<file path="config.mk">
export PLATFORM = sky130hd
export DESIGN_NAME = err_metric_engine
export DESIGN_NICKNAME = d
export VERILOG_FILES = /design/src/rtl/err_metric_engine.sv
export SDC_FILE = /design/constraint.sdc
export NUM_CORES = 1
export LEC_CHECK = 0
export BUFFER_PORTS_ARGS = -buffer_cell sky130_fd_sc_hd__buf_2
export CAP_MARGIN = 40
export CORE_MARGIN = 1.5
export CORE_UTILIZATION = 60
export DETAILED_ROUTE_END_ITERATION = 8
export PLACE_DENSITY = 0.79
export SYNTH_ARGS = -nofsm -noshare
export SYNTH_HDL_FRONTEND = slang
export SYNTH_SLANG_ARGS = --single-unit
</file>
<file path="constraint.sdc">
create_clock -name i_clk -period 7.4 [get_ports i_clk]
set_clock_uncertainty 0.15 [all_clocks]
set_input_delay 0 -clock i_clk [delete_from_list [all_inputs] [get_ports i_clk]]
set_output_delay 0 -clock i_clk [all_outputs]
set_load 0.02 [all_outputs]
</file>
<file path="src/rtl/err_metric_engine.sv">
// rtl/err_metric_engine.sv - exhaustive operand sweep and error statistics for an approximate multiplier
// Optional macro ERR_METRIC_SQ_EN adds o_sum_sq_err (sum of squared error distance).
module err_metric_engine #(
    parameter int W      = 8,
    parameter int SIGNED = 1,
    parameter int LAT    = 0
) (
    input  logic             i_clk,
    input  logic             i_rst,
    input  logic             i_start,
    output logic [W-1:0]     o_a,
    output logic [W-1:0]     o_b,
    input  logic [2*W-1:0]   i_exact,
    input  logic [2*W-1:0]   i_approx,
    output logic             o_busy,
    output logic             o_done,
    output logic [4*W+1:0]   o_sum_abs_err,
    output logic [2*W:0]     o_max_exact,
    output logic [2*W:0]     o_max_err,
    output logic [2*W:0]     o_err_cnt,
    output logic [2*W:0]     o_sample_cnt
`ifdef ERR_METRIC_SQ_EN
    ,
    output logic [6*W+1:0]   o_sum_sq_err
`endif
);

    localparam bit SX = (SIGNED != 0);
`ifdef ERR_METRIC_SQ_EN
    localparam int DRAIN_LEN = LAT + 3;
`else
    localparam int DRAIN_LEN = LAT + 2;
`endif
    localparam logic [3:0]   DRAIN_LAST = 4'(DRAIN_LEN - 1);
    // Flipping each operand MSB turns a plain counter into a -2^(W-1)..2^(W-1)-1 walk
    localparam logic [W-1:0] OPF = SX ? {1'b1, {(W-1){1'b0}}} : '0;

    typedef enum logic [1:0] {IDLE, SWEEP, DRAIN, DONE} state_t;

    state_t         state, state_nx;
    logic [2*W-1:0] cnt, cnt_inc;
    logic [3:0]     drain_cnt;
    logic           last, issue_v, samp_v, clear;

    assign cnt_inc = cnt + (2*W)'(1);
    assign last    = &cnt;

    always_ff @(posedge i_clk or posedge i_rst) begin
        if (i_rst) state <= IDLE;
        else       state <= state_nx;
    end

    always_comb begin
        state_nx = state;
        case (state)
            IDLE:    if (i_start) state_nx = SWEEP;
            SWEEP:   if (last) state_nx = DRAIN;
            DRAIN:   if (drain_cnt == DRAIN_LAST) state_nx = DONE;
            DONE:    if (i_start) state_nx = SWEEP;
            default: state_nx = IDLE;
        endcase
    end

    always_comb begin
        o_busy  = (state == SWEEP) || (state == DRAIN);
        o_done  = (state == DONE);
        issue_v = (state == SWEEP);
        clear   = ((state == IDLE) || (state == DONE)) && i_start;
    end

    always_ff @(posedge i_clk or posedge i_rst) begin
        if (i_rst) begin
            cnt       <= '0;
            o_a       <= '0;
            o_b       <= '0;
            drain_cnt <= '0;
        end else begin
            if (clear) begin
                cnt <= '0;
                o_a <= OPF;
                o_b <= OPF;
            end else if (issue_v && !last) begin
                cnt        <= cnt_inc;
                {o_a, o_b} <= cnt_inc ^ {OPF, OPF};
            end
            drain_cnt <= (state == DRAIN) ? drain_cnt + 4'd1 : 4'd0;
        end
    end

    // Per-pair valid bit delayed to line up with the external multipliers' outputs
    generate
        if (LAT == 0) begin : g_nolat
            assign samp_v = issue_v;
        end else begin : g_lat
            logic [LAT-1:0] vsr;
            always_ff @(posedge i_clk or posedge i_rst) begin
                if (i_rst) vsr <= '0;
                else       vsr <= LAT'({vsr, issue_v});
            end
            assign samp_v = vsr[LAT-1];
        end
    endgenerate

    logic signed [2*W:0] ex_x, ap_x, diff_w;
    logic [2*W:0]        abs_diff, abs_ex;

    always_comb begin
        ex_x     = $signed({SX & i_exact[2*W-1], i_exact});
        ap_x     = $signed({SX & i_approx[2*W-1], i_approx});
        diff_w   = ap_x - ex_x;
        abs_diff = diff_w[2*W] ? $unsigned(-diff_w) : $unsigned(diff_w);
        abs_ex   = ex_x[2*W] ? $unsigned(-ex_x) : $unsigned(ex_x);
    end

    logic         s1_v, s1_ne;
    logic [2*W:0] s1_absd, s1_abse;

    always_ff @(posedge i_clk or posedge i_rst) begin
        if (i_rst) begin
            s1_v    <= 1'b0;
            s1_ne   <= 1'b0;
            s1_absd <= '0;
            s1_abse <= '0;
        end else begin
            s1_v <= samp_v;
            if (samp_v) begin
                s1_ne   <= (diff_w != '0);
                s1_absd <= abs_diff;
                s1_abse <= abs_ex;
            end
        end
    end

    always_ff @(posedge i_clk or posedge i_rst) begin
        if (i_rst) begin
            o_sum_abs_err <= '0;
            o_max_exact   <= '0;
            o_max_err     <= '0;
            o_err_cnt     <= '0;
            o_sample_cnt  <= '0;
        end else if (clear) begin
            o_sum_abs_err <= '0;
            o_max_exact   <= '0;
            o_max_err     <= '0;
            o_err_cnt     <= '0;
            o_sample_cnt  <= '0;
        end else if (s1_v) begin
            o_sum_abs_err <= o_sum_abs_err + {{(2*W+1){1'b0}}, s1_absd};
            if (s1_abse > o_max_exact) o_max_exact <= s1_abse;
            if (s1_absd > o_max_err)   o_max_err   <= s1_absd;
            o_err_cnt     <= o_err_cnt + {{(2*W){1'b0}}, s1_ne};
            o_sample_cnt  <= o_sample_cnt + (2*W+1)'(1);
        end
    end

`ifdef ERR_METRIC_SQ_EN
    // Square gets its own register stage so the multiplier is off the accumulate path
    logic           sq_v;
    logic [4*W+1:0] sq;

    always_ff @(posedge i_clk or posedge i_rst) begin
        if (i_rst) begin
            sq_v         <= 1'b0;
            sq           <= '0;
            o_sum_sq_err <= '0;
        end else begin
            sq_v <= s1_v;
            sq   <= (4*W+2)'(s1_absd) * (4*W+2)'(s1_absd);
            if (clear)     o_sum_sq_err <= '0;
            else if (sq_v) o_sum_sq_err <= o_sum_sq_err + {{(2*W){1'b0}}, sq};
        end
    end
`endif

endmodule
</file>
==> impl_metrics.ini, run 1 <==
[sta]
tightest_slew_ns = 0.802
fin_crit_sh_pct = 47.7
rsz0062_at_grt = no
slew_headroom_pct = 46.5
tns_ns = 0
hold_viol_final = 0
finalSetupViolations = 0
slew_violations = 0
fin_crit_ns = 3.53
max_freq_ghz = 0.283

[yosys]
synth_edf_count = 0
synth.distinct_cells = 73
synthFlopType = dfrtp_1
yosysWarnings = 0
synth_seq_cells = 162
async_flop_share_pct = 100
syn_inst = 1181
netlist_area_um2 = 10500
synth-seq-area-share_pct = 38.8
avgSynthCellArea_um2 = 8.85
syn-num-nets = 1297

[place]
io_buffers = 154
hpwl_um = 18100
dp_cells = 1516
gp_congestion = 0.902

[critical_path]
worstSetupEndpointType = flip-flop
startpoint_type = input pin
cp_cell_sequence = dlygate4sd3_1 -> buf_2 -> ha_1 -> fa_1 -> nand2b_1 -> a211oi_4 -> o22ai_2 -> xor2_1 -> o221ai_2 -> or4_4 -> or4_1 -> nand3_1
worstPathMaxFanout = 7
worstSetupPathType = input pin to flip-flop
max_stage_delay_ns = 0.54
cp_slowest_cell = or4_1
crit_buf_inv = 2
arrival_ns = 3.74
cp_top_family = simple AND/OR/NAND/NOR gates
crit_required_ns = 7.61

[worst_hold_path]
hold_path_class = input pin to flip-flop

[clock_tree]
numCtsBuffers = 17
cts_buffer_depth = 2
postCtsSetupRepairBufs = 0
clk_latency_ns = 0.43
cts.clk_slew.worst_paths_ns = 0.06
clock-sinks = 162
cts_hold_buf = 31
h-tree-depth = 4
cts_root_buffer = clkbuf_16
cts.repair.resized = 0
tritoncts = built

[pwr]
pwr-share-clk_pct = 19.2
ir_drop_mv = 0.216
p_switching_w = 0.00192
p_per_area_nw_per_um2 = 348
power_leakage_nw = 5.80
power_frac_comb_pct = 50.0
netSwitchingFraction_pct = 45.1
design_power_total_w = 0.00425
power_frac_seq_pct = 30.8
intPower_w = 0.00234

[die]
design.die.area_um2 = 18200
die_w_um = 135
io_pins = 155
row_count = 48
die_h_um = 135
initial_core_util_pct = 60.9
core_um2 = 17200

[route]
remaining_drc_errors = 0
antenna_left = 0
routed_via_density = 5.87
wl_per_cell_um = 16.2
vias = 9257
drtIter0Drc = 474
routed_wirelength_um = 25600
first_pass_iters = 4

[global_route]
grt.total_usage_pct = 28.6
grt_pass1_vias = 8815
use_met1_pct = 37.9
gr-total-overflow = 0
grt_max_degree = 90
top_usage_layer = met2
grt_pass1_wl_um = 42300
use_met3_pct = 4.05
antenna_found_initial = 0
met2_usage_pct = 47.5

[final_layout]
final_util_pct = 71.1
final_cells = 1578
drive_gt1_share_pct = 16.4
areaGrowthSynthToFinish_pct = 16.8
n_antenna_cell = 0
layout.nets = 1457

[job]
timing.max_cap.violations = 0

[run_status]
outcome = finished clean
==> worst register-to-register path, delay by kind of cell (launching register included) <==
| kind | cells | cell delay, ns |
|---|---|---|
| AOI/OAI and AO/OA | 1 | 0.34 |
| xor gates and xnor gates | 1 | 0.14 |
| adders and majority gates | 1 | 0.17 |
| buffers and inverters | 4 | 1.36 |
| DFF | 1 | 0.42 |
| and+or+nand+nor | 3 | 0.44 |
==> kinds of logic after synthesis <==
family                   count (synthesis)  synth area share [%]
flip-flops                             162                  38.8
XOR/XNOR                                90                  7.61
AO/OA/AOI/OAI                          300                  17.7
AND/OR/NAND/NOR                        399                  19.1
buffers and inverters                  131                  5.22
adder cells (fa/ha/maj)                 81                  9.84
multiplexers                            18                  1.74
==> cells in the mapped netlist (9+ instances only) <==
cell type,instances,area (µm²)
dfrtp_1,162,4050
nor2_1,114,428
a21oi_1,112,561
ha_1,79,988
o21ai_0,76,380
inv_1,75,282
nand3_1,68,340
nand2_1,65,244
xor2_1,53,464
xnor2_1,36,315
clkbuf_1,30,113
nand4_1,25,156
a21o_1,23,173
mux2i_1,17,170
nor3_1,17,85.1
or3_1,16,100
and3_1,15,93.8
nor2b_1,15,93.8
buf_4,14,105
o31ai_1,14,105
or4_1,13,97.6
and2_1,10,62.6
buf_1,10,37.5
nand2b_1,9,56.3
o211ai_1,9,67.6
==> layout by cell type, fill, tap and decap left out, types with 6 or more instances in the layout <==
master and instances:
dfrtp_1 162, buf_2 154, nor2_1 114, a21oi_1 112, ha_1 78, o21ai_0 76, inv_1 74, nand3_1 68
nand2_1 65, xor2_1 53, xnor2_1 36, dlygate4sd3_1 31, nand4_1 25, a21o_1 23, mux2i_1 17, nor3_1 17
clkbuf_16 17, or3_1 16, and3_1 15, nor2b_1 15, o31ai_1 14, or4_1 13, buf_4 10, and2_1 9
nand2b_1 9, o211ai_1 9, a31oi_1 8, a211oi_1 7, o21a_1 7, nor4_1 6, nor3b_1 6
==> power by group through the flow <==
stage / Clock [W] / Combinational (W) / Sequential, W
after floorplan: 0 / 0.00148 / 0.00136
after global placement: 0 / 0.00201 / 0.00131
after detailed placement: 0 / 0.00208 / 0.00132
after CTS: 0.000831 / 0.00211 / 0.00130
after global routing: 0.000871 / 0.00237 / 0.00133
final: 0.000818 / 0.00213 / 0.00131
==> layer usage <==
| metal | wire length (µm) | vias to the layer above |
|---|---|---|
| met3 | 1250 | 57 |
| met1 | 11300 | 4386 |
| met4 | 710 | 0 |
| met2 | 12300 | 291 |
| li1 | - | 4523 |
| met5 | 0 | - |
==> worst paths after layout <==
kind / from / to / slack [ns] / depth (start not counted)
worst min register to register: drain_cnt[0] / drain_cnt[0] / 0.35 / 1
max in group asynchronous: i_rst / o_err_cnt[3] / 5.83 / 5
worst min-delay path: i_approx[2] / s1_absd[2] / 0.07 / 5
min in group asynchronous: i_rst / o_max_exact[10] / 0.10 / 3
worst max register to register: state[1] / o_b[6] / 4.25 / 10
worst max-delay path: i_exact[0] / s1_absd[15] / 3.87 / 12
==> layout make-up <==
cell class                 instances  area [µm²]
clock buffer                      18         439
clock inverter                    13         104
fill                            1342        4970
inverter                          76         290
multi-input combinational        888        5860
sequential                       162        4050
tap                              225         282
timing repair buffer             196        1180
==> flip-flops by register name, summed over array words and instances (netlist names) <==
name,count
o_b,8
s1_v,1
cnt,2
o_max_err,17
s1_absd,17
o_err_cnt,17
o_sum_abs_err,34
drain_cnt,4
state,2
s1_abse,17
s1_ne,1
o_sample_cnt,17
o_max_exact,17
o_a,8
==> per-stage QoR <==
| stage | area [µm²] | setup WS [ns] | hold slack (ns) |
|---|---|---|---|
| after global routing | 12200 | 3.67 | 0.133 |
| final | 12200 | 3.87 | 0.0743 |
| after detailed placement | 11400 | 3.98 | 0.0706 |
| after global placement | 11300 | 4.12 | 0.0627 |
| after CTS | 12200 | 3.88 | 0.0688 |
| after floorplan | 10500 | 2.87 | -0.0332 |
(Power assumes the default switching activity.)
==> run 2: changes to the inputs <==
--- a/config.mk
+++ b/config.mk
@@ -8,9 +8,9 @@
 export BUFFER_PORTS_ARGS = -buffer_cell sky130_fd_sc_hd__buf_2
 export CAP_MARGIN = 40
 export CORE_MARGIN = 1.5
-export CORE_UTILIZATION = 60
+export CORE_UTILIZATION = 53
 export DETAILED_ROUTE_END_ITERATION = 8
-export PLACE_DENSITY = 0.79
+export PLACE_DENSITY = 0.74
 export SYNTH_ARGS = -nofsm -noshare
 export SYNTH_HDL_FRONTEND = slang
 export SYNTH_SLANG_ARGS = --single-unit
==> constraint.sdc (replaced) <==
create_clock -name i_clk -period 3 [get_ports i_clk]
set_clock_uncertainty 0.15 [all_clocks]
set_input_delay 0 -clock i_clk [delete_from_list [all_inputs] [get_ports i_clk]]
set_output_delay 0 -clock i_clk [all_outputs]
set_load 0.02 [all_outputs]
==> impl_metrics.ini, run 2 (same netlist as run 1, synthesis figures left out) <==
[route]
remaining_drc_errors = 0
routed_via_density = 5.59
drtIter0Drc = 495
vias = 9345
routed_wirelength_um = 25600
first_pass_iters = 5
antenna_left = 0
wl_per_cell_um = 15.3

[critical_path]
timing.rr.end = o_sum_abs_err[20]
startpoint_type = input pin
arrival_ns = 3.19
crit_buf_inv = 3
cp_cell_sequence = dlygate4sd3_1 -> buf_4 -> inv_2 -> ha_1 -> a21o_1 -> or4_1 -> o211ai_1 -> a211oi_2 -> o21bai_2 -> or4_4 -> or4_1 -> nand3_1
worstPathMaxFanout = 4
max_stage_delay_ns = 0.56
cp_num_cells = 12
startpoint = i_exact[10]
crit_required_ns = 3.21
r2r_setup_slack_ns = 0.13
rr_worst_depth = 11
cp_slowest_cell = dlygate4sd3_1
reg2reg_from = s1_absd[0]
worstSetupPathType = input pin to flip-flop
crit_top_cell = or4_1
crit_path_end = s1_absd[15]
cp_top_family = simple AND/OR/NAND/NOR gates
worstSetupEndpointType = flip-flop

[place]
io_buffers = 154
placed_area_um2 = 11800
dp_cells = 1607
gp_congestion = 0.897
hpwl_um = 18500
dp_slack_ns = -0.216

[final_layout]
drive_gt1_share_pct = 21.2
final_util_pct = 66.5
design_area_um2 = 12900
layout_common_cells = dfrtp_1, buf_2, nor2_1, a21oi_1, ha_1
largest_reg_flops = 34
final_common_cell = dfrtp_1
n_antenna_cell = 0
areaGrowthSynthToFinish_pct = 23.4
layout.nets = 1511
final_cells = 1673
top_register = o_sum_abs_err
final.fill_count = 1588

[pwr]
design_power_total_w = 0.0111
intPower_w = 0.00633
power_frac_comb_pct = 50.5
power_frac_seq_pct = 28.9
power_leakage_nw = 6.13
p_switching_w = 0.00476
netSwitchingFraction_pct = 42.9
ir_drop_mv = 0.589
p_per_area_nw_per_um2 = 859
pwr-share-clk_pct = 20.6

[die]
design.die.area_um2 = 20600
die_w_um = 143
initial_core_util_pct = 53.9
die_h_um = 143
core_um2 = 19400
row_count = 51
io_pins = 155

[sta]
max_freq_ghz = 0.335
slew_violations = 0
finalSetupViolations = 0
fin_crit_ns = 2.98
fin_crit_sh_pct = 99.4
tightest_slew_ns = 0.561
hold_viol_final = 0
fin_ws_ns = 0.0178
slew_headroom_pct = 62.6

[clock_tree]
clock-sinks = 162
clk_latency_ns = 0.43
numCtsBuffers = 17
cts_root_buffer = clkbuf_16
h-tree-depth = 4
cts.clk_slew.worst_paths_ns = 0.07
tritoncts = built
cts_buffer_depth = 2

[global_route]
grt.total_usage_pct = 25.5
grt_pass1_vias = 8837
grt_max_degree = 65
antenna_found_initial = 0
grt_pass1_wl_um = 42400
gr-total-overflow = 0

[run_status]
outcome = finished clean

[job]
timing.max_cap.violations = 0

[worst_hold_path]
hold_path_class = input pin to flip-flop
run 2: changes by cell type in the layout (fill, tap and decap cells not counted), sizes merged:
cell	delta
dlygate4sd3	-1
clkbuf	+1
clkinvlp	-1
buf	+54
inv	-1
bufinv	+3
run 2: metrics by stage:
step	TNS, ns	hold WS, ns
4_1_cts	0	0.0137
5_1_grt	-0.155	0.0622
3_5_place_dp	-0.431	-0.0933
6_report	0	0.0492
3_3_place_gp	-0.203	0.0655
2_1_floorplan	0	-0.0332
run 2: how the worst min path moves through the flow:
stage / end / start / cells after the start
floorplan: s1_abse[0] / i_exact[0] / 2
global placement: o_sum_abs_err[22] / i_rst / 2
detailed placement: o_sum_abs_err[22] / i_rst / 2
CTS: s1_abse[4] / i_exact[3] / 6
global route: s1_abse[4] / i_exact[3] / 6
finish: s1_absd[1] / i_exact[1] / 5
run 2: worst register-to-register path: cells and delay by family (launching register included):
kind | cells | cell delay [ns]
and+or+nand+nor | 3 | 0.35
xor gates and xnor gates | 1 | 0.14
buffers and inverters | 1 | 0.13
AOI/OAI and AO/OA | 4 | 0.94
adders and majority gates | 2 | 0.65
DFF | 1 | 0.41
run 2: per-layer routing:
metal | vias to the layer above | wire, µm | GRT usage, %
met2 | 242 | 12600 | 42.9
met1 | 4454 | 11500 | 34.1
met4 | 0 | 415 | 7.04
li1 | 4613 | - | -
met5 | - | 0 | 0
met3 | 36 | 1090 | 4.00
run 2: final cells by class:
| type | count | area [µm²] | area share (%) |
|---|---|---|---|
| multi-input cells | 888 | 5960 | 46.2 |
| flip-flops and latches | 162 | 4050 | 31.4 |
| repair buffers | 250 | 1650 | 12.8 |
| clock buffers | 18 | 439 | 3.40 |
| well taps | 265 | 332 | 2.57 |
| inverters | 76 | 294 | 2.28 |
| clock inverters | 14 | 175 | 1.36 |
run 2: what timing repair did:
action / CTS / global route
hold endpoints to repair: 173 / 0
gates resized for setup: 0 / 28
hold buffers: 30 / 0
buffers inserted: 0 / 4
endpoints found under the setup margin: 0 / 30
run 2: power by group through the flow:
stage / clock [W] / sequential [W] / combinational (W)
2_1_floorplan: 0 / 0.00335 / 0.00366
3_3_place_gp: 0 / 0.00321 / 0.00532
3_5_place_dp: 0 / 0.00324 / 0.00545
4_1_cts: 0.00232 / 0.00320 / 0.00552
5_1_grt: 0.00241 / 0.00327 / 0.00627
6_report: 0.00229 / 0.00320 / 0.00560
